--- src/rtl/nmi_dec_pkg.sv ---
// Shared types, default address map and decode helper for the nmi_if bus decoder.
package nmi_dec_pkg;

  typedef enum logic [1:0] {
    IDLE = 2'd0,
    ACC  = 2'd1,
    RESP = 2'd2
  } nmi_dec_state_e;

  localparam int NMI_DEC_MAX_SLV = 16;

  localparam logic [3:0][31:0] NMI_DEC_BASE = {32'h3000_0000, 32'h2000_0000,
                                               32'h1000_0000, 32'h0000_0000};
  localparam logic [3:0][31:0] NMI_DEC_MASK = {4{32'hF000_0000}};
  localparam logic [31:0]      NMI_DEC_ERR_RDATA = 32'hDEAD_BEEF;

  typedef struct packed {
    logic       hit;
    logic [3:0] idx;
  } nmi_dec_sel_t;

  // Scans downwards so the lowest-index matching region is the one left standing.
  function automatic nmi_dec_sel_t nmi_dec_sel(
    input logic [31:0]                       addr,
    input logic [NMI_DEC_MAX_SLV-1:0][31:0]  base,
    input logic [NMI_DEC_MAX_SLV-1:0][31:0]  mask,
    input int                                n_slv
  );
    nmi_dec_sel_t res;
    res.hit = 1'b0;
    res.idx = 4'd0;
    for (int i = NMI_DEC_MAX_SLV - 1; i >= 0; i--) begin
      if ((i < n_slv) && ((addr & mask[i]) == base[i])) begin
        res.hit = 1'b1;
        res.idx = 4'(i);
      end else begin
        res = res;
      end
    end
    return res;
  endfunction

endpackage

--- src/rtl/nmi_bus_timer.sv ---
// Access watchdog for nmi_bus_dec; only built when NMI_DEC_TIMEOUT_EN is defined.
`ifdef NMI_DEC_TIMEOUT_EN
module nmi_bus_timer #(
  parameter int TIMEOUT_CYC = 256
) (
  input  logic clk_i,
  input  logic rst_i,
  input  logic clr_i,
  input  logic en_i,
  output logic expire_o
);

  localparam int W = (TIMEOUT_CYC > 2) ? $clog2(TIMEOUT_CYC) : 1;
  localparam logic [W-1:0] LAST = W'(TIMEOUT_CYC - 1);

  logic [W-1:0] cnt_q;
  logic [W-1:0] cnt_d;

  // Saturates at LAST so a stuck enable cannot wrap into a false restart.
  always_comb begin
    cnt_d = cnt_q;
    if (clr_i) begin
      cnt_d = '0;
    end else if (en_i && (cnt_q != LAST)) begin
      cnt_d = cnt_q + W'(1);
    end else begin
      cnt_d = cnt_q;
    end
  end

  always_ff @(posedge clk_i or posedge rst_i) begin
    if (rst_i) begin
      cnt_q <= '0;
    end else begin
      cnt_q <= cnt_d;
    end
  end

  assign expire_o = en_i && (cnt_q == LAST);

endmodule
`endif

--- src/rtl/nmi_bus_dec.sv ---
// Routes one nmi_if request at a time to an address-decoded slave and registers the reply.
// Optional access watchdog enabled by defining NMI_DEC_TIMEOUT_EN.
module nmi_bus_dec
  import nmi_dec_pkg::*;
#(
  parameter int                     N_SLV       = 4,
  parameter logic [N_SLV-1:0][31:0] SLV_BASE    = NMI_DEC_BASE,
  parameter logic [N_SLV-1:0][31:0] SLV_MASK    = NMI_DEC_MASK,
  parameter int                     TIMEOUT_CYC = 256,
  parameter logic [31:0]            ERR_RDATA   = NMI_DEC_ERR_RDATA
) (
  input  logic                     clk_i,
  input  logic                     rst_i,
  input  logic                     nmi_valid_i,
  input  logic [31:0]              nmi_addr_i,
  input  logic [31:0]              nmi_wdata_i,
  input  logic [3:0]               nmi_wstrb_i,
  output logic [31:0]              nmi_rdata_o,
  output logic                     nmi_ready_o,
  output logic [N_SLV-1:0]         slv_valid_o,
  output logic [31:0]              slv_addr_o,
  output logic [31:0]              slv_wdata_o,
  output logic [3:0]               slv_wstrb_o,
  input  logic [N_SLV-1:0][31:0]   slv_rdata_i,
  input  logic [N_SLV-1:0]         slv_ready_i,
  output logic                     err_o
);

  nmi_dec_state_e state_q, state_d;
  logic [N_SLV-1:0] valid_q, valid_d;
  logic [31:0]      addr_q, addr_d, wdata_q, wdata_d, rdata_q, rdata_d;
  logic [3:0]       wstrb_q, wstrb_d;
  logic             ready_q, ready_d, err_q, err_d;

  logic [NMI_DEC_MAX_SLV-1:0][31:0] base_ext_s, mask_ext_s;
  nmi_dec_sel_t     sel_s;
  logic [N_SLV-1:0] onehot_s;
  logic [31:0]      slv_rdata_mux_s;
  logic             slv_done_s;
  logic             tmr_expire_s;

  // Unused decode slots keep a zero mask but are excluded by n_slv inside the helper.
  always_comb begin
    base_ext_s = '0;
    mask_ext_s = '0;
    for (int i = 0; i < N_SLV; i++) begin
      base_ext_s[i] = SLV_BASE[i];
      mask_ext_s[i] = SLV_MASK[i];
    end
  end

  assign sel_s = nmi_dec_sel(nmi_addr_i, base_ext_s, mask_ext_s, N_SLV);

  // valid_q is non-zero only in ACC, so it doubles as the slave select.
  always_comb begin
    onehot_s        = '0;
    slv_rdata_mux_s = '0;
    for (int i = 0; i < N_SLV; i++) begin
      onehot_s[i]     = (sel_s.idx == 4'(i));
      slv_rdata_mux_s = slv_rdata_mux_s | (slv_rdata_i[i] & {32{valid_q[i]}});
    end
  end

  assign slv_done_s = |(slv_ready_i & valid_q);

`ifdef NMI_DEC_TIMEOUT_EN
  logic tmr_clr_s;
  assign tmr_clr_s = (state_q == IDLE) && nmi_valid_i && sel_s.hit;

  nmi_bus_timer #(.TIMEOUT_CYC(TIMEOUT_CYC)) u_timer (
    .clk_i    (clk_i),
    .rst_i    (rst_i),
    .clr_i    (tmr_clr_s),
    .en_i     (state_q == ACC),
    .expire_o (tmr_expire_s)
  );
`else
  assign tmr_expire_s = 1'b0;
`endif

  // Next-state and next-output logic.
  always_comb begin
    state_d = state_q;
    valid_d = valid_q;
    addr_d  = addr_q;
    wdata_d = wdata_q;
    wstrb_d = wstrb_q;
    rdata_d = rdata_q;
    ready_d = 1'b0;
    err_d   = 1'b0;
    case (state_q)
      IDLE: begin
        if (nmi_valid_i && sel_s.hit) begin
          addr_d  = nmi_addr_i;
          wdata_d = nmi_wdata_i;
          wstrb_d = nmi_wstrb_i;
          valid_d = onehot_s;
          state_d = ACC;
        end else if (nmi_valid_i) begin
          rdata_d = ERR_RDATA;
          ready_d = 1'b1;
          err_d   = 1'b1;
          state_d = RESP;
        end else begin
          state_d = IDLE;
        end
      end
      ACC: begin
        // A slave reply in the expiry cycle still counts as a normal completion.
        if (slv_done_s) begin
          valid_d = '0;
          rdata_d = slv_rdata_mux_s;
          ready_d = 1'b1;
          state_d = RESP;
        end else if (tmr_expire_s) begin
          valid_d = '0;
          rdata_d = ERR_RDATA;
          ready_d = 1'b1;
          err_d   = 1'b1;
          state_d = RESP;
        end else begin
          state_d = ACC;
        end
      end
      RESP: begin
        state_d = IDLE;
      end
      default: begin
        valid_d = '0;
        state_d = IDLE;
      end
    endcase
  end

  // State and registered outputs; reset abandons any transaction without a reply.
  always_ff @(posedge clk_i or posedge rst_i) begin
    if (rst_i) begin
      state_q <= IDLE;
      valid_q <= '0;
      addr_q  <= '0;
      wdata_q <= '0;
      wstrb_q <= '0;
      rdata_q <= '0;
      ready_q <= 1'b0;
      err_q   <= 1'b0;
    end else begin
      state_q <= state_d;
      valid_q <= valid_d;
      addr_q  <= addr_d;
      wdata_q <= wdata_d;
      wstrb_q <= wstrb_d;
      rdata_q <= rdata_d;
      ready_q <= ready_d;
      err_q   <= err_d;
    end
  end

  assign nmi_rdata_o = rdata_q;
  assign nmi_ready_o = ready_q;
  assign slv_valid_o = valid_q;
  assign slv_addr_o  = addr_q;
  assign slv_wdata_o = wdata_q;
  assign slv_wstrb_o = wstrb_q;
  assign err_o       = err_q;

endmodule
--- config.mk ---
export PLATFORM = sky130hd
export DESIGN_NAME = nmi_bus_dec
export DESIGN_NICKNAME = d
export VERILOG_FILES = /design/src/rtl/nmi_dec_pkg.sv /design/src/rtl/nmi_bus_timer.sv /design/src/rtl/nmi_bus_dec.sv
export SDC_FILE = /design/constraint.sdc
export NUM_CORES = 1
export LEC_CHECK = 0
export ABC_AREA = 1
export BUFFER_PORTS_ARGS = -buffer_cell sky130_fd_sc_hd__buf_2
export CORE_AREA = 2 2 118 120
export DETAILED_ROUTE_END_ITERATION = 16
export DIE_AREA = 0 0 120 122
export PLACE_DENSITY = 0.71
export SLEW_MARGIN = 15
export SYNTH_ARGS = -nofsm -noshare
export SYNTH_HDL_FRONTEND = slang
export SYNTH_SLANG_ARGS = --single-unit
--- constraint.sdc ---
create_clock -name clk_i -period 5.1 [get_ports clk_i]
set_clock_uncertainty 0.2 [all_clocks]
set_input_delay 1.275 -clock clk_i [delete_from_list [all_inputs] [get_ports clk_i]]
set_output_delay 1.275 -clock clk_i [all_outputs]
set_load 0.005 [all_outputs]
# After elaboration in Yosys (flattened, before gate mapping)
# Index checks and enable logic that the tools add are counted.
totals:
  reg_bits: 108
  in_bits: 203
  out_inout_bits: 106
classes:
  eq_ne: 12
  n_mux: 20
  bitwise: 9
  reduce_logical: 9
ops:
  columns: ["op", "count"]
  rows:
  - ["$and 32x32->32", 4]
  - ["$mux 32", 3]
  - ["$or 32x32->32", 3]
  - ["$pmux 32 s2", 1]
  - ["$logic_not 32->1", 1]
  - ["$mux 5", 4]
  - ["$eq 4x2->1 const B", 4]
  - ["$pmux 4 s3", 1]
  - ["$eq 4x1->1 const B", 2]
  - ["$mux 4", 2]
  - ["$ne 2x2->1 const B", 4]
  - ["$mux 2", 3]
  - ["$and 4x4->4", 1]
  - ["$logic_not 4->1", 1]
  - ["$mux 1", 4]
  - ["$pmux 2 s2", 1]
  - ["$reduce_and 4->1", 1]
  - ["$reduce_or 4->1", 1]
  - ["$reduce_and 3->1", 1]
  - ["$eq 2x1->1 const B", 1]
  - ["$eq 2x2->1 const B", 1]
  - ["$logic_not 2->1", 1]
  - ["$pmux 1 s2", 1]
  - ["$reduce_and 2->1", 1]
  - ["other kinds (3)", 3]

# Longest topological paths before layout
depth:
  word_depth: 8
  ltp_mapped: 8
  ltp_nobuf: 7

# Worst setup path after synthesis
# Ideal clock, no wire load.
synth_path:
  path_type: "input -> register"
  startpoint: "input nmi_addr_i[31]"
  endpoint: "register addr_q[12] (netlist: slv_addr_o[12])"
  arrival_ps: 2016
  required_ps: 4834
  setup_slack_ps: 2819
  path_stages: 8
  n_path_buf: 1
  cell_sequence: "inv_1 -> nand2_2 -> nor2_4 -> nand2_2 -> inv_2 -> buf_4 -> nand2_1 -> nand2_1"
synth_between:
  elab_chain_cells: 7
synth_rtl:
  columns: ["element", "line", "source"]
  rows:
  - ["start: declaration", "nmi_bus_dec.sv:15", "input logic [31:0] nmi_addr_i,"]
  - ["$eq 4x2->1", "nmi_dec_pkg.sv:33", "if ((i < n_slv) && ((addr & mask[i]) == base[i])) begin"]
  - ["$mux 5 (3 in a row)", "nmi_dec_pkg.sv:33", null]
  - ["$mux 5 *", "nmi_dec_pkg.sv:33", null]
  - ["$logic_and 1x1->1 *", "nmi_bus_dec.sv:93", "if (nmi_valid_i && sel_s.hit) begin"]
  - ["$reduce_and 2->1 (no source line) *", null, null]
  - ["end signal: assignment", "nmi_bus_dec.sv:149", "addr_q <= addr_d;"]
  - ["end: declaration", "nmi_bus_dec.sv:31", "logic [31:0] addr_q, addr_d, wdata_q, wdata_d, rdata_q, rdata_d;"]
# Mark *: on every way between the ends. The rest lies on a longest branch, timed or not.
# A chain may end at the register's enable or synchronous reset.

# Final worst setup path
layout_path:
  startpoint: "input nmi_addr_i[31]"
  endpoint: "register rdata_q[23] (netlist: nmi_rdata_o[23])"
layout_between:
  elab_chain_cells: 8
layout_rtl:
  columns: ["element", "line", "source"]
  rows:
  - ["$eq 4x2->1", "nmi_dec_pkg.sv:33", null]
  - ["$mux 5 (3 in a row)", "nmi_dec_pkg.sv:33", null]
  - ["$mux 5 *", "nmi_dec_pkg.sv:33", null]
  - ["$logic_and 1x1->1 *", "nmi_bus_dec.sv:93", null]
  - ["$ne 2x2->1 (no source line) *", null, null]
  - ["$reduce_and 4->1 (no source line) *", null, null]
  - ["end signal: assignment", "nmi_bus_dec.sv:152", "rdata_q <= rdata_d;"]
  - ["end: declaration", "nmi_bus_dec.sv:31", null]
# Marks and branches as above.

==> summary.md <==
| Metric | Value |
|---|---|
| Mapped cell area | 5169 um2 |
| Multi-input gate area | 2201 um2 |
| Routability Congestion | 0.8354 |
| Met1 Resource Use GR | 0.2781 |
| Post-route cell area | 7044 um2 |
| Power, Total | 3.339 mW |
| Site row count | 43 |
| Post-Syn Area per Cell | 7.363 um2 |
| Clock buffer depth | 2 |
| CTS Hold Bufs | 0 |
| Finish-stage setup viols | 0 |
| DR WL/cell | 13.62 um |
| Layout net count | 1191 |
| Global route hottest layer | met2 |
| Vias per cell | 4.665 |
| H-tree depth | 3 |
| Antenna violations before repair | 1 |
| Die ar. | 14640 um2 |
| Synth top area share | 0.5180 |
| Critical path arrival | 2.95 ns |
| Vias in the first global route | 5160 |
| Maximum vdd drop | 0.2431 mV |
| Maximum clock frequency | 349.1 MHz |
| Initial Util | 0.3827 |
| Post-CTS resize count | 0 |
| CP endpoint kind | flip-flop |
| Top Family by Delay on Critical Path | simple AND/OR/NAND/NOR gates |
| Residual DRC count | 0 |
| Register area share after synthesis | 0.5180 |
| Worst hold margin | 0.2727 ns |
| Max-Cap Viols | 0 |
| Fill count | 1398 |
| Placed wire-length estimate | 11520 um |
| Synth Register Bits | 107 |
| Setup tns final | 0 ns |
| Register area | 2678 um2 |
| Fin crit share | 0.5616 |
| Setup WS post-layout | 2.236 ns |
| FF-to-FF setup slack | 2.75 ns |
| CTS tree | done |
| Worst Setup Start Kind | input port |
| Final std cells w/o fill | 1174 |
| Area grow syn2layout | 36.29% |
| Final Hold Vio Count | 0 |
| Min Clock Period, post-route | 2.864 ns |
| Die Wd | 120 um |
| I/O Buffers | 308 |
| CP dominant cell by count | nand2_1 |
| Cell area after placement | 6756 um2 |
| Leakage | 4.234 nW |
| Highest-count cells in the layout ignoring fill and taps | nand2_1, buf_2, dfrtp_1, a21oi_1, nand3_1 |
| Final WL | 15990 um |
| # IOs | 309 |
| Die Span Y | 122 um |
| CP max stage cell | nand2_4 |
| Initial DRC count | 450 |
| GR met2 Demand/Resource | 0.3612 |
| Buf+Inv Stages, Crit Path | 2 |
| CORE AREA | 13500 um2 |
| Total iterations of the first detailed-routing run | 4 |
| Max Slew Vio Count | 0 |
| Dominant cell type by area after synthesis | dfrtp_1 |
| CTS root buf | clkbuf_16 |
| Synth area leaders | dfrtp_1, nand2_1, a21oi_1, nand3_1, buf_4 |
| Syn Inst Count | 702 |
| Most common cell after layout, fill and taps aside | nand2_1 |
| Status | finished, final reports clean |
| Skew-Pair Late Insertion Delay | 0.35 ns |
| Worst path max stage delay | 0.62 ns |
| First-pass GRT wire length | 25320 um |
| Inserted Clock Buffers | 9 |
| Power density cells | 474.0 nW/um2 |
| GR Util All Layers | 0.2175 |
| Remaining Overflow, GRT | 0 |
| Clock Sink Count | 107 |
| Met3 usage | 0.05290 |
| Vias after detailed routing | 5477 |
| Post-Place Cells | 1157 |
| Post-synthesis net count | 905 |
| Setup Slack @ Placement | 1.880 ns |
| Largest net degree at the start of global routing | 72 |
| Setup Buffers After CTS | 0 |
| Critical Path Fanout Max | 34 |
| Yosys cell types | 22 |
| Post-DRT Antenna Nets | 0 |
| Actual slew at the worst max-slew pin | 1.022 ns |
| RSZ-0062 raised after global routing | no |
| Crit path kind | input port to flip-flop |
| Worst-path cell chain | buf_2 -> inv_1 -> nand2_2 -> nand3_2 -> nand2_4 -> nand2_1 -> nand2_1 |
| Slew headroom | 0.3188 |
| Yosys warning count | 0 |
| Crit path required time | 5.19 ns |
| Clock slew at reported path FFs | 0.07 ns |
| Worst hold path type | flip-flop to flip-flop |
| Fin util | 0.5216 |
| Layout cells sized above 1 | 0.3474 |
-- area by class of cell --
| cell class | count | area share |
|---|---|---|
| multi-input cells | 541 | 0.3124 |
| clock inverters | 7 | 0.008526 |
| repair buffers | 316 | 0.2274 |
| clock buffers | 9 | 0.03197 |
| inverters | 13 | 0.007282 |
| diodes | 1 | 0.0003552 |
| well taps | 180 | 0.03197 |
| flip-flops and latches | 107 | 0.3801 |
-- cell usage after synthesis --
library cell / number
nand2_1: 423
dfrtp_1: 107
a21oi_1: 48
nand3_1: 33
nor2_1: 19
buf_2: 16
buf_4: 12
inv_1: 10
clkbuf_1: 9
buf_6: 3
inv_2: 3
nand2_2: 3
nand4_1: 3
o21ai_0: 3
nor2_4: 2
nor3_1: 2
buf_1: 1
nand2_4: 1
nand3_2: 1
nand3b_1: 1
nor2_2: 1
o21ai_4: 1
-- report_power, final --
part           leakage (nW)  switching (mW)  internal, mW  total [mW]
sequential             1.33           0.213          1.21        1.43
clock                 0.139           0.332         0.339       0.671
combinational          2.76           0.690         0.552        1.24
-- logic make-up after synthesis --
logic type      after synthesis  share of synthesized area
flops                       107                     0.5180
simple gates                489                     0.3733
buf+inv                      54                    0.05616
compound gates               52                    0.05253
-- worst paths after layout --
check | from | end | depth (start not counted)
max | nmi_addr_i[31] | nmi_rdata_o[23] | 7
min | slv_addr_o[31] | slv_addr_o[31] | 2
max reg2reg | nmi_ready_o | nmi_rdata_o[23] | 5
min reg2reg | slv_addr_o[31] | slv_addr_o[31] | 2
max in group asynchronous | rst_i | nmi_rdata_o[18] | 3
min in group asynchronous | rst_i | slv_addr_o[15] | 2
-- flip-flops by register name, summed over array words and instances, names as in the netlist --
| register | cells |
|---|---|
| state_q | 1 |
| slv_addr_o | 32 |
| slv_wdata_o | 32 |
| slv_wstrb_o | 4 |
| nmi_ready_o | 1 |
| nmi_rdata_o | 32 |
| err_o | 1 |
| slv_valid_o | 4 |
-- layer usage --
| layer | vias up | part of all wire |
|---|---|---|
| met1 | 2475 | 0.42 |
| li1 | 2738 | - |
| met2 | 244 | 0.48 |
| met3 | 20 | 0.084 |
| met5 | - | 0 |
| met4 | 0 | 0.017 |
-- worst reg2reg max path: stages (launching register included) --
cell and delay [ns]:
dfrtp_1 0.45, nor2_2 0.19, nand3_2 0.62, nand2_4 0.64, nand2_1 0.12, nand2_1 0.08
No activity file was read; power rests on OpenSTA's default activity.
